## config.mk

```make
export PLATFORM = sky130hd
export DESIGN_NAME = zadan_div
export DESIGN_NICKNAME = d
export VERILOG_FILES = /design/src/rtl/zadan_div.sv
export SDC_FILE = /design/constraint.sdc
export NUM_CORES = 1
export LEC_CHECK = 0
export CORE_ASPECT_RATIO = 0.7
export CORE_MARGIN = 4
export CORE_UTILIZATION = 45
export CTS_BUF_LIST = sky130_fd_sc_hd__clkbuf_8
export DETAILED_ROUTE_END_ITERATION = 8
export GPL_ROUTABILITY_DRIVEN = 0
export PLACE_DENSITY = 0.78
export SYNTH_ARGS = -nofsm -noshare
export SYNTH_HDL_FRONTEND = slang
export SYNTH_SLANG_ARGS = --single-unit
```

## constraint.sdc

```tcl
create_clock -name clk -period 2.15 [get_ports clk]
set_clock_uncertainty 0.05 [all_clocks]
set_input_delay 0.215 -clock clk [delete_from_list [all_inputs] [get_ports clk]]
set_output_delay 0.215 -clock clk [all_outputs]
set_load 0.05 [all_outputs]
```

## src/rtl/zadan_div.sv

```systemverilog
// zadan_div: sequential unsigned restoring divider, 2N-bit dividend by
// N-bit divisor, producing one quotient bit per clock.
// Ports:
//   clk, reset            - clock, async active-high reset
//   start                 - begin a division (sampled only in IDLE)
//   dividend [2N-1:0]     - unsigned dividend, captured on accepted start
//   divisor  [N-1:0]      - unsigned divisor, captured on accepted start
//   quotient [2N-1:0]     - registered quotient, held until next result
//   remainder[N-1:0]      - registered remainder, held until next result
//   busy                  - high while iterating
//   done                  - one-cycle result-valid pulse
//   div_by_zero           - captured divisor was zero
//   q_overflow            - quotient does not fit in N bits
module zadan_div #(
    parameter int N = 8
) (
    input  logic           clk,
    input  logic           reset,
    input  logic           start,
    input  logic [2*N-1:0] dividend,
    input  logic [N-1:0]   divisor,
    output logic [2*N-1:0] quotient,
    output logic [N-1:0]   remainder,
    output logic           busy,
    output logic           done,
    output logic           div_by_zero,
    output logic           q_overflow
);

    localparam int CW = $clog2(2*N);

    typedef enum logic [1:0] {
        S_IDLE,
        S_CALC,
        S_DONE
    } state_t;

    state_t state;
    state_t state_n;

    logic [2*N-1:0] d_reg;
    logic [N-1:0]   dv_reg;
    // After every step P < divisor, so the stored partial remainder fits
    // in N bits; the extra carry bit lives only in the shifted value P'.
    logic [N-1:0]   p_reg;
    logic [CW-1:0]  cnt;

    logic [N:0]     p_sh;
    logic           ge;
    logic [N:0]     p_next;
    logic [2*N-1:0] d_next;

    // One restoring step: shift in the next dividend bit, trial subtract.
    always_comb begin
        p_sh   = {p_reg, d_reg[2*N-1]};
        ge     = (p_sh >= {1'b0, dv_reg});
        p_next = ge ? (p_sh - {1'b0, dv_reg}) : p_sh;
        d_next = {d_reg[2*N-2:0], ge};
    end

    // State register
    always_ff @(posedge clk or posedge reset) begin
        if (reset) begin
            state <= S_IDLE;
        end else begin
            state <= state_n;
        end
    end

    // Next-state logic
    always_comb begin
        state_n = state;
        unique case (state)
            S_IDLE: begin
                if (start) begin
                    state_n = (divisor == '0) ? S_DONE : S_CALC;
                end
            end
            S_CALC: begin
                if (cnt == '0) begin
                    state_n = S_DONE;
                end
            end
            S_DONE:  state_n = S_IDLE;
            default: state_n = S_IDLE;
        endcase
    end

    // Status outputs decode the registered state only
    always_comb begin
        busy = (state == S_CALC);
        done = (state == S_DONE);
    end

    // Datapath and result registers
    always_ff @(posedge clk or posedge reset) begin
        if (reset) begin
            d_reg       <= '0;
            dv_reg      <= '0;
            p_reg       <= '0;
            cnt         <= '0;
            quotient    <= '0;
            remainder   <= '0;
            div_by_zero <= 1'b0;
            q_overflow  <= 1'b0;
        end else begin
            unique case (state)
                S_IDLE: begin
                    if (start) begin
                        if (divisor == '0) begin
                            quotient    <= '1;
                            remainder   <= dividend[N-1:0];
                            div_by_zero <= 1'b1;
                            q_overflow  <= 1'b0;
                        end else begin
                            d_reg  <= dividend;
                            dv_reg <= divisor;
                            p_reg  <= '0;
                            cnt    <= CW'(2*N-1);
                        end
                    end
                end
                S_CALC: begin
                    d_reg <= d_next;
                    p_reg <= p_next[N-1:0];
                    cnt   <= cnt - 1'b1;
                    if (cnt == '0) begin
                        quotient    <= d_next;
                        remainder   <= p_next[N-1:0];
                        q_overflow  <= |d_next[2*N-1:N];
                        div_by_zero <= 1'b0;
                    end
                end
                default: ;
            endcase
        end
    end

endmodule

```

Word level (Yosys, flattened, before mapping)
Cells that the tools add are included.
W data, S select, Z words.

cells by class
  add/subtract/negate cells = 2
  multipliers = 0
  divide/modulo/power cells = 0
  $lt $le $gt $ge = 1
  eq/ne operators = 6
  shift-type cells = 0
  muxes and demuxes = 30
  bitwise logic cells = 1
  reductions and logical operators = 9

operator list
  cell                   number
  $mux W16               5
  $pmux W16 S2           2
  $mux W8                6
  $pmux W8 S2            2
  $ge A9 B8 Y1           1
  $logic_not A8 Y1       1
  $mux W4                2
  $pmux W4 S2            1
  $reduce_or A8 Y1       1
  $sub A8 B8 Y8          1
  $mux W1                6
  $mux W2                3
  $ne A2 B2 Y1 const B   3
  $reduce_and A3 Y1      2
  $logic_not A4 Y1       1
  $pmux W1 S2            2
  $pmux W2 S2            1
  $reduce_and A4 Y1      1
  $sub A4 B1 Y4 const B  1
  $eq A2 B1 Y1 const B   1
  $eq A2 B2 Y1 const B   1
  $logic_not A2 Y1       1
  $ne A2 B1 Y1 const B   1
  $reduce_and A2 Y1      1
  2 further kinds        2

word-level totals
  register bits = 64
  bits in latches = 0
  RAM bits = 0
  bits in read-only memories = 0
  bits of input ports = 27
  output and inout port bits = 28
  memories = 0

Longest topological paths before layout
Gate-level depths: netlist of run 1.

  depth after elaboration = 4
  gate-level depth with buffers = 9
  gate-level depth less buffers = 9

Worst setup path before layout of run 1
No wires, ideal clock.

  path kind = register to register
  start = register p_reg[5]
  end = register remainder[4]
  setup time = 74 ps
  arrival time = 2121 ps
  data required time = 2026 ps
  path slack = -96 ps
  stages on the path, launching flop included = 9
  path buffers = 1
  clock period less this slack = 2246 ps
  path through = dfrtp_1 -> ha_1 -> a21o_1 -> a211oi_4 -> nand2_4 -> or2_1 -> buf_6 -> mux2_4 -> o21ai_2

between the ends
  cells in the longest elaborated chain, start to end = 4

ends and longest elaborated chain
  what                    line  source
  start, declared         45    logic [N-1:0] p_reg;
  start signal, assigned  125   p_reg <= p_next[N-1:0];
  $ge A9 B8 Y1            56    ge = (p_sh >= {1'b0, dv_reg});
  $mux W8                 57    p_next = ge ? (p_sh - {1'b0, dv_reg}) : p_sh;
  $mux W8                 127   if (cnt == '0) begin
  $pmux W8 S2             107   unique case (state)
  end signal, assigned    112   remainder <= dividend[N-1:0];
  end signal, assigned    129   remainder <= p_next[N-1:0];
  end, declared           23    output logic [N-1:0] remainder,

No other way between the ends. The select of a mux whose other input is x is not followed.
A chain may end at the register's enable or synchronous reset.

Final worst setup path of run 1
  start = register p_reg[1]
  end = register remainder[4]

between the ends
  cells in the longest elaborated chain, start to end = 4

ends and longest elaborated chain
  what                                           line
  $sub A8 B8 Y8 or $ge A9 B8 Y1 (tied branches)  57, 56
  $mux W8 *                                      57
  $mux W8 *                                      127
  $pmux W8 S2 *                                  107

Mark *: on every way between the ends. The rest lies on a longest branch, timed or not. The select of a mux whose other input is x is not followed.

==> results of run 1 <==
[kinds of logic (layout without fill, tap and decap cells)]
logic type,Yosys count,count (layout)
fa+ha+maj,10,10
buf+inv,35,132
xor+xnor,2,2
compound gates,100,100
simple gates,124,124
mux,4,4
flops,64,64
[repair_timing]
item	CTS	global route
buffers inserted	3	1
setup endpoints to repair	16	17
pin swaps	8	9
gates resized for setup	27	20
[cell type report]
| class | count | area, µm² | area share (%) |
|---|---|---|---|
| Multi-Input combinational cell | 240 | 1610 | 35.7 |
| Timing Repair Buffer | 100 | 932 | 20.7 |
| Sequential cell | 64 | 1600 | 35.5 |
| Clock buffer | 9 | 124 | 2.74 |
| Clock inverter | 6 | 61.3 | 1.36 |
| Inverter | 17 | 63.8 | 1.41 |
| Tap cell | 94 | 118 | 2.61 |
[worst register-to-register path: stages (launching register included)]
cell and delay, ns:
dfrtp_1 0.44, ha_4 0.19, buf_4 0.15, o31ai_4 0.29, buf_6 0.16, a21oi_4 0.06
or2_4 0.31, mux2_4 0.34, o21ai_2 0.12
[report_power, final]
part	switching [mW]	total, mW	internal (mW)
clock network	0.468	0.992	0.524
registers	0.429	2.23	1.80
logic	3.17	5.70	2.52
[Yosys cell counts (2+ instances only)]
library cell,number,share of area [%]
a2bb2oi_1,2,0.55
nor2_1,28,3.3
nor3_1,4,0.63
o22a_1,7,1.9
o22ai_1,5,0.99
a31oi_1,18,3.6
nand3b_1,4,0.95
o21ai_2,2,0.55
mux2_2,2,0.71
dfrtp_1,64,51
o21ai_0,37,5.9
inv_1,16,1.9
ha_1,9,3.6
nand2_1,56,6.7
a22oi_1,3,0.71
nor3b_1,3,0.71
a21o_1,3,0.71
nor4_1,5,0.99
nand3_1,7,1.1
o21a_1,2,0.48
clkbuf_1,16,1.9
nor2b_1,3,0.59
a21oi_1,12,1.9
nand4_1,2,0.40
[through the flow]
| step | setup WS [ns] | TNS [ns] | cell area (µm²) |
|---|---|---|---|
| finish | -0.0126 | -0.0167 | 4510 |
| floorplan | 0.00139 | 0 | 3190 |
| global route | -0.0931 | -0.517 | 4510 |
| CTS | -0.00939 | -0.00963 | 4430 |
| global placement | -0.126 | -1.03 | 4120 |
| detailed placement | -0.202 | -2.11 | 4120 |
[metal layers]
layer,vias to the layer above,wire length (µm),global-route usage (%)
met2,103,4080,34.1
met1,1416,3780,29.3
met4,0,175,7.31
met3,18,649,6.90
li1,1391,-,-
met5,-,0,0
[how the worst min path moves through the flow]
stage / startpoint / end / cells after the start
final: reset / cnt[3] / 3
after global routing: reset / quotient[8] / 3
after CTS: reset / quotient[8] / 3
after detailed placement: quotient[15] / quotient[15] / 2
after global placement: quotient[9] / quotient[9] / 2
after floorplan: divisor[1] / dv_reg[1] / 2
==> results_dict.tcl, run 1 <==
set metrics [dict create \
    worstPathArrival_ns 2.38 \
    synth_edf_count 0 \
    worstHoldPathType "input port to async pin" \
    synth_mux_area_share_pct 1.51 \
    max_freq_ghz 0.462 \
    final_cell_mix "dfrtp_1 (64), nand2_1 (56), clkdlybuf4s50_1 (53), buf_4 (41), o21ai_0 (29)" \
    cpPeakStageDelay_ns 0.44 \
    hold_viol_final 0 \
    synth_xor_area_share_pct 0.555 \
    tightest_slew_ns 0.564 \
    die_h_um 78.1 \
    fin_crit_sh_pct 101 \
    critical_path.cell_chain "ha_4, buf_4, o31ai_4, buf_6, a21oi_4, or2_4, mux2_4, o21ai_2" \
    ys_seq_elements 64 \
    cts_root_buf "clkbuf_8" \
    synth_warnings 0 \
    vias_per_cell 5.52 \
    dieArea_um2 8440 \
    endpoint_kind "flop" \
    firstDrtPassIters 4 \
    cp_top_family "compound AO/OA/AOI/OAI gates" \
    cp-endpoint "remainder[4]" \
    synth_fa_ha_area_share_pct 4.20 \
    timing.critical_path.fanout_max 7 \
    leakagePower_nw 1.91 \
    final_cells 530 \
    num_rows 25 \
    io_buffers 54 \
    antenna_found_initial 0 \
    r2r-start "p_reg[1]" \
    synth-simple-area-share_pct 18.4 \
    place_hpwl_mm 6.03 \
    initial_core_util_pct 46.5 \
    grt.total_usage_pct 21.9 \
    async_flop_share_pct 100 \
    syn-cell-area_um2 3160 \
    clockBufferDepth 2 \
    cp.required_ns 2.37 \
    cts_buffers 9 \
    worstReg2RegEnd "remainder[4]" \
    ctsHoldBuffers 0 \
    peakVddDrop_v 0.00110 \
    fin_util_pct 66.5 \
    synth_area_per_cell_um2 9.31 \
    htreeDepth 3 \
    outcome "finished with violations" \
    max-cap-violations 0 \
    area_growth_pct 43.0 \
    drive_above_1_share_pct 23.2 \
    numClockSinks 64 \
    setup_slack_ns -0.0126 \
    critPathSlowestCell "dfrtp_1" \
    detailedRoute.firstIterationViolations 223 \
    p_per_area_nw_per_um2 1980 \
    diodes 0 \
    startpoint_type "flop" \
    clk_pin_slew_worst_paths_ns 0.07 \
    clock_latency_ns 0.34 \
    synth_nets 376 \
    regToRegSetupSlack_ns -0.01 \
    synth_compound_area_share_pct 20.3 \
    slew_headroom_pct 62.3 \
    synth-seq-area-share_pct 50.7 \
    grt_max_degree 65 \
    core_area_um2 6790 \
    boundaryPins 55 \
    synth_top_family_by_area "compound AO/OA/AOI/OAI gates" \
    finalSetupViolations 2 \
    rsz0062_at_grt "true" \
    layout_commonest_cell "dfrtp_1" \
    startpoint "p_reg[1]" \
    ant_nets 0 \
    timing_worst_setup_path_type "flop to flop" \
    drc 0 \
    synthDistinctLibCells 53 \
    cts_tree "done" \
    synthCells 339 \
    total_power_mw 8.92 \
    fin_crit_ns 2.16 \
    nNetsFinal 469 \
    holdWs_ns 0.215 \
    vias 2928 \
    drt-wirelength-per-cell_um 16.4 \
    dp.cells 511 \
    drv_slew 0 \
    fillCellCount 547 \
    dieWidth_um 108 \
    totalWireLength_mm 8.68 \
    ys.flop_type "dfrtp_1" \
    grt_pass1_wl_mm 14.5 \
    crit_cells 8 \
    cp_num_buf_inv 2 \
    grt_pass1_vias 3021 \
    violations "negative setup slack" \
    r2r_cells 8 \
    grt_overflow_total 0 \
]
Power figures use the tool's default switching activity.
==> inputs of run 2 (changes only) <==
CELL_PAD_IN_SITES_DETAIL_PLACEMENT = 1   (was not set)
CELL_PAD_IN_SITES_GLOBAL_PLACEMENT = 2   (was not set)
CORE_MARGIN = not set   (was 4)
CORE_UTILIZATION = 30   (was 45)
PLACE_DENSITY = not set   (was 0.78)
PLACE_DENSITY_LB_ADDON = 0.1   (was not set)
==> results_dict.tcl, run 2 (synthesized netlist as in run 1, its figures left out) <==
set metrics [dict create \
    leakagePower_nw 1.96 \
    worstHoldPathType "input port to async pin" \
    cts_tree "done" \
    vias 2883 \
    dieWidth_um 125 \
    clock_latency_ns 0.35 \
    critPathSlowestCell "dfrtp_1" \
    io_buffers 54 \
    ant_nets 0 \
    grt_max_degree 53 \
    setup_slack_ns -0.0433 \
    holdWs_ns 0.115 \
    initial_core_util_pct 31.7 \
    cpPeakStageDelay_ns 0.40 \
    place_hpwl_mm 7.36 \
    critical_path.cell_chain "inv_2, ha_4, nor2b_4, o31ai_4, buf_6, a21oi_4, or2_4, mux2_4, o21ai_2" \
    grt_pass1_vias 2998 \
    area_growth_pct 47.2 \
    timing.critical_path.fanout_max 7 \
    detailedRoute.firstIterationViolations 122 \
    startpoint_type "flop" \
    peakVddDrop_v 0.000724 \
    totalWireLength_mm 9.93 \
    total_power_mw 9.25 \
    htreeDepth 3 \
    diodes 0 \
    fin_crit_sh_pct 102 \
    p_per_area_nw_per_um2 1990 \
    grt.total_usage_pct 19.7 \
    antenna_found_initial 0 \
    cts_buffers 9 \
    num_rows 30 \
    multi_input_area_um2 1660 \
    drt-wirelength-per-cell_um 17.4 \
    dieArea_um2 10900 \
    rsz0062_at_grt "true" \
    worstPathArrival_ns 2.41 \
    grt_overflow_total 0 \
    layout_commonest_cell "dfrtp_1" \
    max_freq_ghz 0.456 \
    fin_crit_ns 2.19 \
    final_cell_mix "dfrtp_1 (64), nand2_1 (56), clkdlybuf4s50_1 (53), buf_4 (44), nor2_1 (26)" \
    finalSetupViolations 5 \
    slew_headroom_pct 63.9 \
    drive_above_1_share_pct 25.6 \
    boundaryPins 55 \
    firstDrtPassIters 4 \
    clockBufferDepth 2 \
    timing_worst_setup_path_type "flop to flop" \
    cts_root_buf "clkbuf_8" \
    numClockSinks 64 \
    die_h_um 87.8 \
    vias_per_cell 5.06 \
    fillCellCount 1109 \
    r2r_cells 9 \
    violations "negative setup slack" \
    drc 0 \
    drv_slew 0 \
    core_area_um2 9950 \
    cp.required_ns 2.37 \
    seqCellArea_um2 1600 \
    tightest_slew_ns 0.542 \
    max-cap-violations 0 \
    endpoint_kind "flop" \
    outcome "finished with violations" \
    grt_pass1_wl_mm 16.3 \
    fin_util_pct 46.7 \
    nNetsFinal 474 \
    clk_pin_slew_worst_paths_ns 0.07 \
    hold_viol_final 0 \
]
[run 2: final cells by class]
type                    count  share of cell area (%)
flip-flops and latches     64                    34.5
multi-input cells         240                    35.7
well taps                 128                    3.45
inverters                  17                    1.37
clock inverters             4                   0.431
clock buffers              12                    3.56
repair buffers            105                    21.0
[run 2: final timing paths]
check | startpoint | to | slack, ns
worst max-delay path | dv_reg[1] | p_reg[4] | -0.04
worst min-delay path | reset | q_overflow | 0.11
worst max register to register | dv_reg[1] | p_reg[4] | -0.04
worst min register to register | quotient[10] | quotient[10] | 0.44
max in group asynchronous | reset | p_reg[4] | 1.35
min in group clk | dividend[11] | d_reg[11] | 0.39
[run 2: stage by stage]
step | instances | TNS, ns | cell area [µm²] | setup WS, ns
6_report | 570 | -0.164 | 4650 | -0.0433
5_1_grt | 570 | -0.911 | 4650 | -0.144
4_1_cts | 569 | -0.230 | 4570 | -0.0619
3_5_place_dp | 552 | -1.98 | 4220 | -0.214
3_3_place_gp | 552 | -1.34 | 4220 | -0.211
2_1_floorplan | 339 | 0 | 3190 | 0.00139
[run 2: where the power goes]
| group | total (mW) | leakage [nW] | switching, mW | internal [mW] |
|---|---|---|---|---|
| registers | 2.25 | 0.723 | 0.447 | 1.80 |
| clock network | 0.976 | 0.101 | 0.473 | 0.503 |
| logic | 6.03 | 1.13 | 3.33 | 2.70 |
[run 2: worst max-delay path: cells and delay by family, from the launching register on]
kind                     cells  cell delay [ns]
buffers and inverters        2             0.23
multiplexers                 1             0.34
AO/OA/AOI/OAI                3             0.45
flip-flops                   1             0.40
adder cells (fa/ha/maj)      1             0.20
AND/OR/NAND/NOR              2             0.45
[run 2: repair_timing]
item,in CTS,in global routing
buffers inserted,1,1
endpoints found under the setup margin,17,16
hold endpoints to repair,0,0
pin swaps,7,11
gates resized for setup,38,22
hold buffers,0,0
[run 2: per-layer routing]
| layer | vias up | track usage [%] | routed length [µm] |
|---|---|---|---|
| met2 | 48 | 29.5 | 4250 |
| met5 | - | 0 | 0 |
| met4 | 0 | 6.24 | 124 |
| li1 | 1400 | - | - |
| met3 | 7 | 5.19 | 372 |
| met1 | 1428 | 27.8 | 5180 |
